<file path="src/rtl/div_unit_pkg.sv">
// Shared definitions for the multi-cycle radix-2 restoring divider.
// State encodings and the handshake levels used on start/ready.
package div_unit_pkg;

  typedef enum logic [1:0] {
    DIV_FREE    = 2'b00,
    DIV_BY_ZERO = 2'b01,
    DIV_ON      = 2'b10,
    DIV_END     = 2'b11
  } div_state_e;

  localparam logic DIV_START            = 1'b1;
  localparam logic DIV_STOP             = 1'b0;
  localparam logic DIV_RESULT_READY     = 1'b1;
  localparam logic DIV_RESULT_NOT_READY = 1'b0;

endpackage

</file>
<file path="src/rtl/div_unit_step.sv">
// One restoring-division iteration: shift in the next dividend bit, trial-subtract.
// Purely combinational; the iteration state lives in div_unit.
module div_unit_step #(
  parameter int DATA_WIDTH = 32
) (
  input  logic [DATA_WIDTH-1:0] rem_i,
  input  logic                  bit_i,
  input  logic [DATA_WIDTH-1:0] dvs_i,
  output logic [DATA_WIDTH-1:0] rem_o,
  output logic                  q_o
);

  logic [DATA_WIDTH:0] shifted;
  logic [DATA_WIDTH:0] diff;
  logic                borrow;

  // rem_i < dvs_i always, so shifted < 2*dvs_i and the (W+1)-bit difference
  // has its top bit set exactly when the subtraction borrows.
  assign shifted = {rem_i, bit_i};
  assign diff    = shifted - {1'b0, dvs_i};
  assign borrow  = diff[DATA_WIDTH];

  assign q_o   = ~borrow;
  assign rem_o = borrow ? shifted[DATA_WIDTH-1:0] : diff[DATA_WIDTH-1:0];

endmodule

</file>
<file path="src/rtl/div_unit.sv">
// DIV/DIVU divider for the EX stage: sign-magnitude restoring algorithm,
// one quotient bit per cycle, held result until EX drops start.
module div_unit
  import div_unit_pkg::*;
#(
  parameter int DATA_WIDTH  = 32,
  parameter int COUNT_WIDTH = 6
) (
  input  logic                    clock,
  input  logic                    reset,
  input  logic                    signed_div,
  input  logic [DATA_WIDTH-1:0]   operand1,
  input  logic [DATA_WIDTH-1:0]   operand2,
  input  logic                    start,
  input  logic                    cancel,
  output logic [2*DATA_WIDTH-1:0] result,
  output logic                    ready
);

  localparam int MSB = DATA_WIDTH - 1;
  localparam logic [COUNT_WIDTH-1:0] LAST = COUNT_WIDTH'(DATA_WIDTH);

  div_state_e              state_q, state_d;
  logic [COUNT_WIDTH-1:0]  cnt_q, cnt_d;
  logic [DATA_WIDTH-1:0]   dvd_q, dvd_d;   // dividend magnitude, becomes the quotient
  logic [DATA_WIDTH-1:0]   dvs_q, dvs_d;
  logic [DATA_WIDTH-1:0]   rem_q, rem_d;
  logic                    qsign_q, qsign_d;
  logic                    rsign_q, rsign_d;
  logic [2*DATA_WIDTH-1:0] result_q, result_d;
  logic                    ready_q, ready_d;

  logic [DATA_WIDTH-1:0]   step_rem;
  logic                    step_q;
  logic [DATA_WIDTH-1:0]   quo_fix, rem_fix;

  div_unit_step #(.DATA_WIDTH(DATA_WIDTH)) u_step (
    .rem_i (rem_q),
    .bit_i (dvd_q[MSB]),
    .dvs_i (dvs_q),
    .rem_o (step_rem),
    .q_o   (step_q)
  );

  assign quo_fix = qsign_q ? (~dvd_q + 1'b1) : dvd_q;
  assign rem_fix = rsign_q ? (~rem_q + 1'b1) : rem_q;

  always_comb begin
    state_d  = state_q;
    cnt_d    = cnt_q;
    dvd_d    = dvd_q;
    dvs_d    = dvs_q;
    rem_d    = rem_q;
    qsign_d  = qsign_q;
    rsign_d  = rsign_q;
    result_d = result_q;
    ready_d  = ready_q;
    unique case (state_q)
      DIV_FREE: begin
        ready_d  = DIV_RESULT_NOT_READY;
        result_d = '0;
        if (!cancel && start == DIV_START) begin
          if (operand2 == '0) begin
            state_d = DIV_BY_ZERO;
          end else begin
            state_d = DIV_ON;
            cnt_d   = '0;
            dvd_d   = (signed_div && operand1[MSB]) ? (~operand1 + 1'b1) : operand1;
            dvs_d   = (signed_div && operand2[MSB]) ? (~operand2 + 1'b1) : operand2;
            qsign_d = signed_div & (operand1[MSB] ^ operand2[MSB]);
            rsign_d = signed_div & operand1[MSB];
            rem_d   = '0;
          end
        end
      end
      DIV_BY_ZERO: begin
        state_d  = DIV_END;
        result_d = '0;
      end
      DIV_ON: begin
        if (cancel) begin
          state_d  = DIV_FREE;
          cnt_d    = '0;
          ready_d  = DIV_RESULT_NOT_READY;
          result_d = '0;
        end else if (cnt_q != LAST) begin
          rem_d = step_rem;
          dvd_d = {dvd_q[MSB-1:0], step_q};
          cnt_d = cnt_q + 1'b1;
        end else begin
          state_d  = DIV_END;
          cnt_d    = '0;
          result_d = {rem_fix, quo_fix};
          ready_d  = DIV_RESULT_READY;
        end
      end
      DIV_END: begin
        if (start == DIV_STOP || cancel) begin
          state_d  = DIV_FREE;
          ready_d  = DIV_RESULT_NOT_READY;
          result_d = '0;
        end else begin
          // Divide-by-zero arrives here with ready still low; raise it now.
          ready_d = DIV_RESULT_READY;
        end
      end
      default: state_d = DIV_FREE;
    endcase
  end

  always_ff @(posedge clock or posedge reset) begin
    if (reset) begin
      state_q  <= DIV_FREE;
      cnt_q    <= '0;
      dvd_q    <= '0;
      dvs_q    <= '0;
      rem_q    <= '0;
      qsign_q  <= 1'b0;
      rsign_q  <= 1'b0;
      result_q <= '0;
      ready_q  <= DIV_RESULT_NOT_READY;
    end else begin
      state_q  <= state_d;
      cnt_q    <= cnt_d;
      dvd_q    <= dvd_d;
      dvs_q    <= dvs_d;
      rem_q    <= rem_d;
      qsign_q  <= qsign_d;
      rsign_q  <= rsign_d;
      result_q <= result_d;
      ready_q  <= ready_d;
    end
  end

  assign result = result_q;
  assign ready  = ready_q;

endmodule

</file>
<file path="config.mk">
export PLATFORM = sky130hd
export DESIGN_NAME = div_unit
export DESIGN_NICKNAME = d
export VERILOG_FILES = /design/src/rtl/div_unit_pkg.sv /design/src/rtl/div_unit_step.sv /design/src/rtl/div_unit.sv
export SDC_FILE = /design/constraint.sdc
export NUM_CORES = 1
export LEC_CHECK = 0
export CAP_MARGIN = 40
export CORE_MARGIN = 2
export CORE_UTILIZATION = 57
export CTS_CLUSTER_SIZE = 12
export DETAILED_ROUTE_END_ITERATION = 8
export PLACE_DENSITY_LB_ADDON = 0.08
export SETUP_SLACK_MARGIN = 0.02
export SLEW_MARGIN = 10
export SYNTH_ARGS = -nofsm -noshare
export SYNTH_HDL_FRONTEND = slang
export SYNTH_SLANG_ARGS = --single-unit
</file>
<file path="constraint.sdc">
create_clock -name clock -period 6.3 [get_ports clock]
set_input_delay 1.26 -clock clock [delete_from_list [all_inputs] [get_ports clock]]
set_output_delay 1.26 -clock clock [all_outputs]
set_load 0.01 [all_outputs]
</file>
==> impl_metrics.csv <==
group,metric,value,unit
global_route,grt-ovfl-total,0,
detailed_routing,drcViolationCount,0,
synthesis,yosysWarnings,0,
worst_setup_path,critPathRequiredTime,6.61,ns
worst_setup_path,cp_top_family,"simple AND/OR/NAND/NOR gates",
run,drv_cap,0,
synthesis,postSynthCellCount,1355,
worst_setup_path,r2r_start,"rem_q[25]",
clocking,cts_resized,0,
power_and_ir_drop,peakVddDrop,0.345,mV
timing,setup_slack,1.79,ns
clocking,clock_path_buffers,2,
clocking,clkTransAtPathRegs,0.07,ns
synthesis,syn_avg_cell_area,8.42,um2
die,dieArea,0.0212,mm2
place,io_buffers,133,
global_route,gr-usage-all-layers,0.271,
detailed_routing,dr.first_iter.drc_count,800,
clocking,cts_setup_buffers,0,
detailed_routing,ant_nets,0,
timing,rsz0062_at_grt,"no",
detailed_routing,viasPerCell,5.85,
synthesis,syn_nets,1468,
final_layout,nNetsFinal,1564,
synthesis,synth_top_area_cell,"dfrtp_1",
power_and_ir_drop,powerDensity,385,mW/mm2
clocking,cts.sinks,171,
worst_setup_path,cp_num_buf_inv,2,
worst_setup_path,cp-end-kind,"flip-flop",
die,fp.dieH,145,um
timing,slew_viol_final,0,
final_layout,area_growth,18.5,%
synthesis,synthFlopType,"dfrtp_1",
clocking,cts_tree,"yes",
die,row_count,51,
worst_setup_path,crit_arrival,4.82,ns
timing,max_freq,0.222,GHz
synthesis,synth_cell_types,68,
timing,fin_skew,0.0109,ns
global_route,grt_max_degree,72,
clocking,cts_buffers,17,
timing,hold_viol_final,0,
synthesis,seq_area_frac_synth,0.375,
worst_setup_path,cp_max_fo,41,
place,preCtsSetupSlack,1.36,ns
synthesis,synth_area,0.0114,mm2
place,dp_hpwl,21800,um
worst_setup_path,start_kind,"primary input",
outcome,status,"finished, final reports clean",
timing,finalSetupViolations,0,
die,ios,134,
global_route,grt_pass1_vias,9018,
timing,worst_pin_slew,0.797,ns
timing,relSlewSlack,0.469,
hold_path,hold_path.class,"reg -> reg",
detailed_routing,drt-total-wl,28500,um
detailed_routing,drtPass1Iterations,6,
detailed_routing,wl_per_cell,16.5,um
die,start_util,0.584,
power_and_ir_drop,power_leakage,5.68,nW
synthesis,synth_common_cells,"209 x nand2_1, 171 x dfrtp_1, 161 x o21ai_0",
hold_path,hp-start,"result[62]",
detailed_routing,vias,10121,
clocking,htree_levels,4,
power_and_ir_drop,total_power,5.21,mW
clocking,cts_root_buf,"clkbuf_16",
global_route,antenna_found_initial,1,
timing,fin_crit,4.51,ns
timing,min_period_over_period,0.717,
timing,tns,0,ns
synthesis,netlist.area_leader.share,0.375,
worst_setup_path,cp_cell_sequence,"clkdlybuf4s50_1 -> or4_1 -> or4_4 -> nor4_4 -> nor2_4 -> a21oi_2 -> nand2b_2 -> buf_4 -> mux2_2",
clocking,postCtsHoldBufs,0,
synthesis,synth_enable_flop_cells,0,
place,gp_congestion,0.934,
synthesis,synth_seq_cells,171,
worst_setup_path,critPathSlowestCell,"or4_1",
final_layout,utilization,0.693,
die,die_width,145,um
global_route,grt_first_pass_wirelength,47100,um
worst_setup_path,crit_start,"operand2[8]",
final_layout,drive_gt1_frac,0.0519,
die,core,0.0195,mm2
synthesis,ys_top_cells_by_area,"dfrtp_1 37%, o21ai_0 7.1%, nand2_1 6.9%",
synthesis,synth.most_common_cell,"nand2_1",
worst_setup_path,path_class,"in -> reg",
clocking,worstSkewPairLatency,0.43,ns
worst_setup_path,cpPeakStageDelay,0.66,ns
synthesis,async_flop_share,1.00,
-- layout make-up --
type | count | area (um2)
Sequential cell | 171 | 4280
Clock inverter | 14 | 134
Inverter | 59 | 226
Clock buffer | 17 | 425
Timing Repair Buffer | 146 | 1490
Antenna cell | 1 | 2.50
Fill cell | 1605 | 6000
Multi-Input combinational cell | 1056 | 6640
Tap cell | 265 | 332
-- where the power goes --
group	internal [mW]	total [mW]	switching [mW]
Clock	0.551	1.01	0.457
Sequential	1.38	1.70	0.328
Combinational	1.01	2.50	1.49
Total	2.93	5.21	2.28
-- placed cells by master (no fill, tap or decap), drive strengths merged, types with 51 or more instances in the layout --
cell	Yosys	layout
a21oi	107	107
clkdlybuf4s50	0	133
dfrtp	171	171
inv	59	66
nand2	209	209
nor2	83	83
o21ai	164	164
o31ai	51	51
xnor2	55	55
xor2	88	88
-- cell families after synthesis --
family | count (synthesis) | share of synthesized area
and+or+nand+nor | 431 | 0.175
adders and majority gates | 44 | 0.0489
xor gates and xnor gates | 143 | 0.110
DFF | 171 | 0.375
buffers and inverters | 128 | 0.0458
muxes | 32 | 0.0286
AOI/OAI and AO/OA | 406 | 0.217
-- path summary, 6_finish.rpt --
| path | cells past startpoint | slack, ns | endpoint |
|---|---|---|---|
| max | 9 | 1.79 | dvd_q[29] |
| min | 2 | 0.48 | result[62] |
| max reg2reg | 10 | 2.42 | rem_q[18] |
| max in group asynchronous | 4 | 3.85 | dvd_q[31] |
| min reg2reg | 2 | 0.48 | result[62] |
| min in group asynchronous | 2 | 1.18 | cnt_q[3] |
-- flip-flops by register name (all words and copies together), names as in the netlist --
name / count
state_q: 2
cnt_q: 6
dvd_q: 32
qsign_q: 1
ready: 1
rsign_q: 1
rem_q: 32
dvs_q: 32
result: 64
-- layer usage --
metal / share of wire / global-route usage / wire (um)
met1: 0.50 / 0.437 / 14400
met2: 0.41 / 0.372 / 11600
met3: 0.076 / 0.0505 / 2160
met4: 0.014 / 0.0652 / 401
met5: 0 / 0 / 0
-- per-stage QoR --
stage	std cells	hold slack, ns	instance area [um2]
floorplan	1355	0.440	11400
global placement	1693	0.461	12900
detailed placement	1697	0.466	13000
CTS	1728	0.480	13500
global route	1729	0.509	13500
finish	1729	0.476	13500
-- worst reg2reg max path: stages (launching register included) --
cell	delay, ns
dfrtp_1	0.49
ha_1	0.39
a21oi_1	0.35
nand2_1	0.14
a211oi_1	0.41
a211oi_1	0.15
a2111oi_2	0.63
xnor2_4	0.17
buf_4	0.38
nand2_1	0.36
o221ai_1	0.32
No activity file was read; power rests on OpenSTA's default activity.
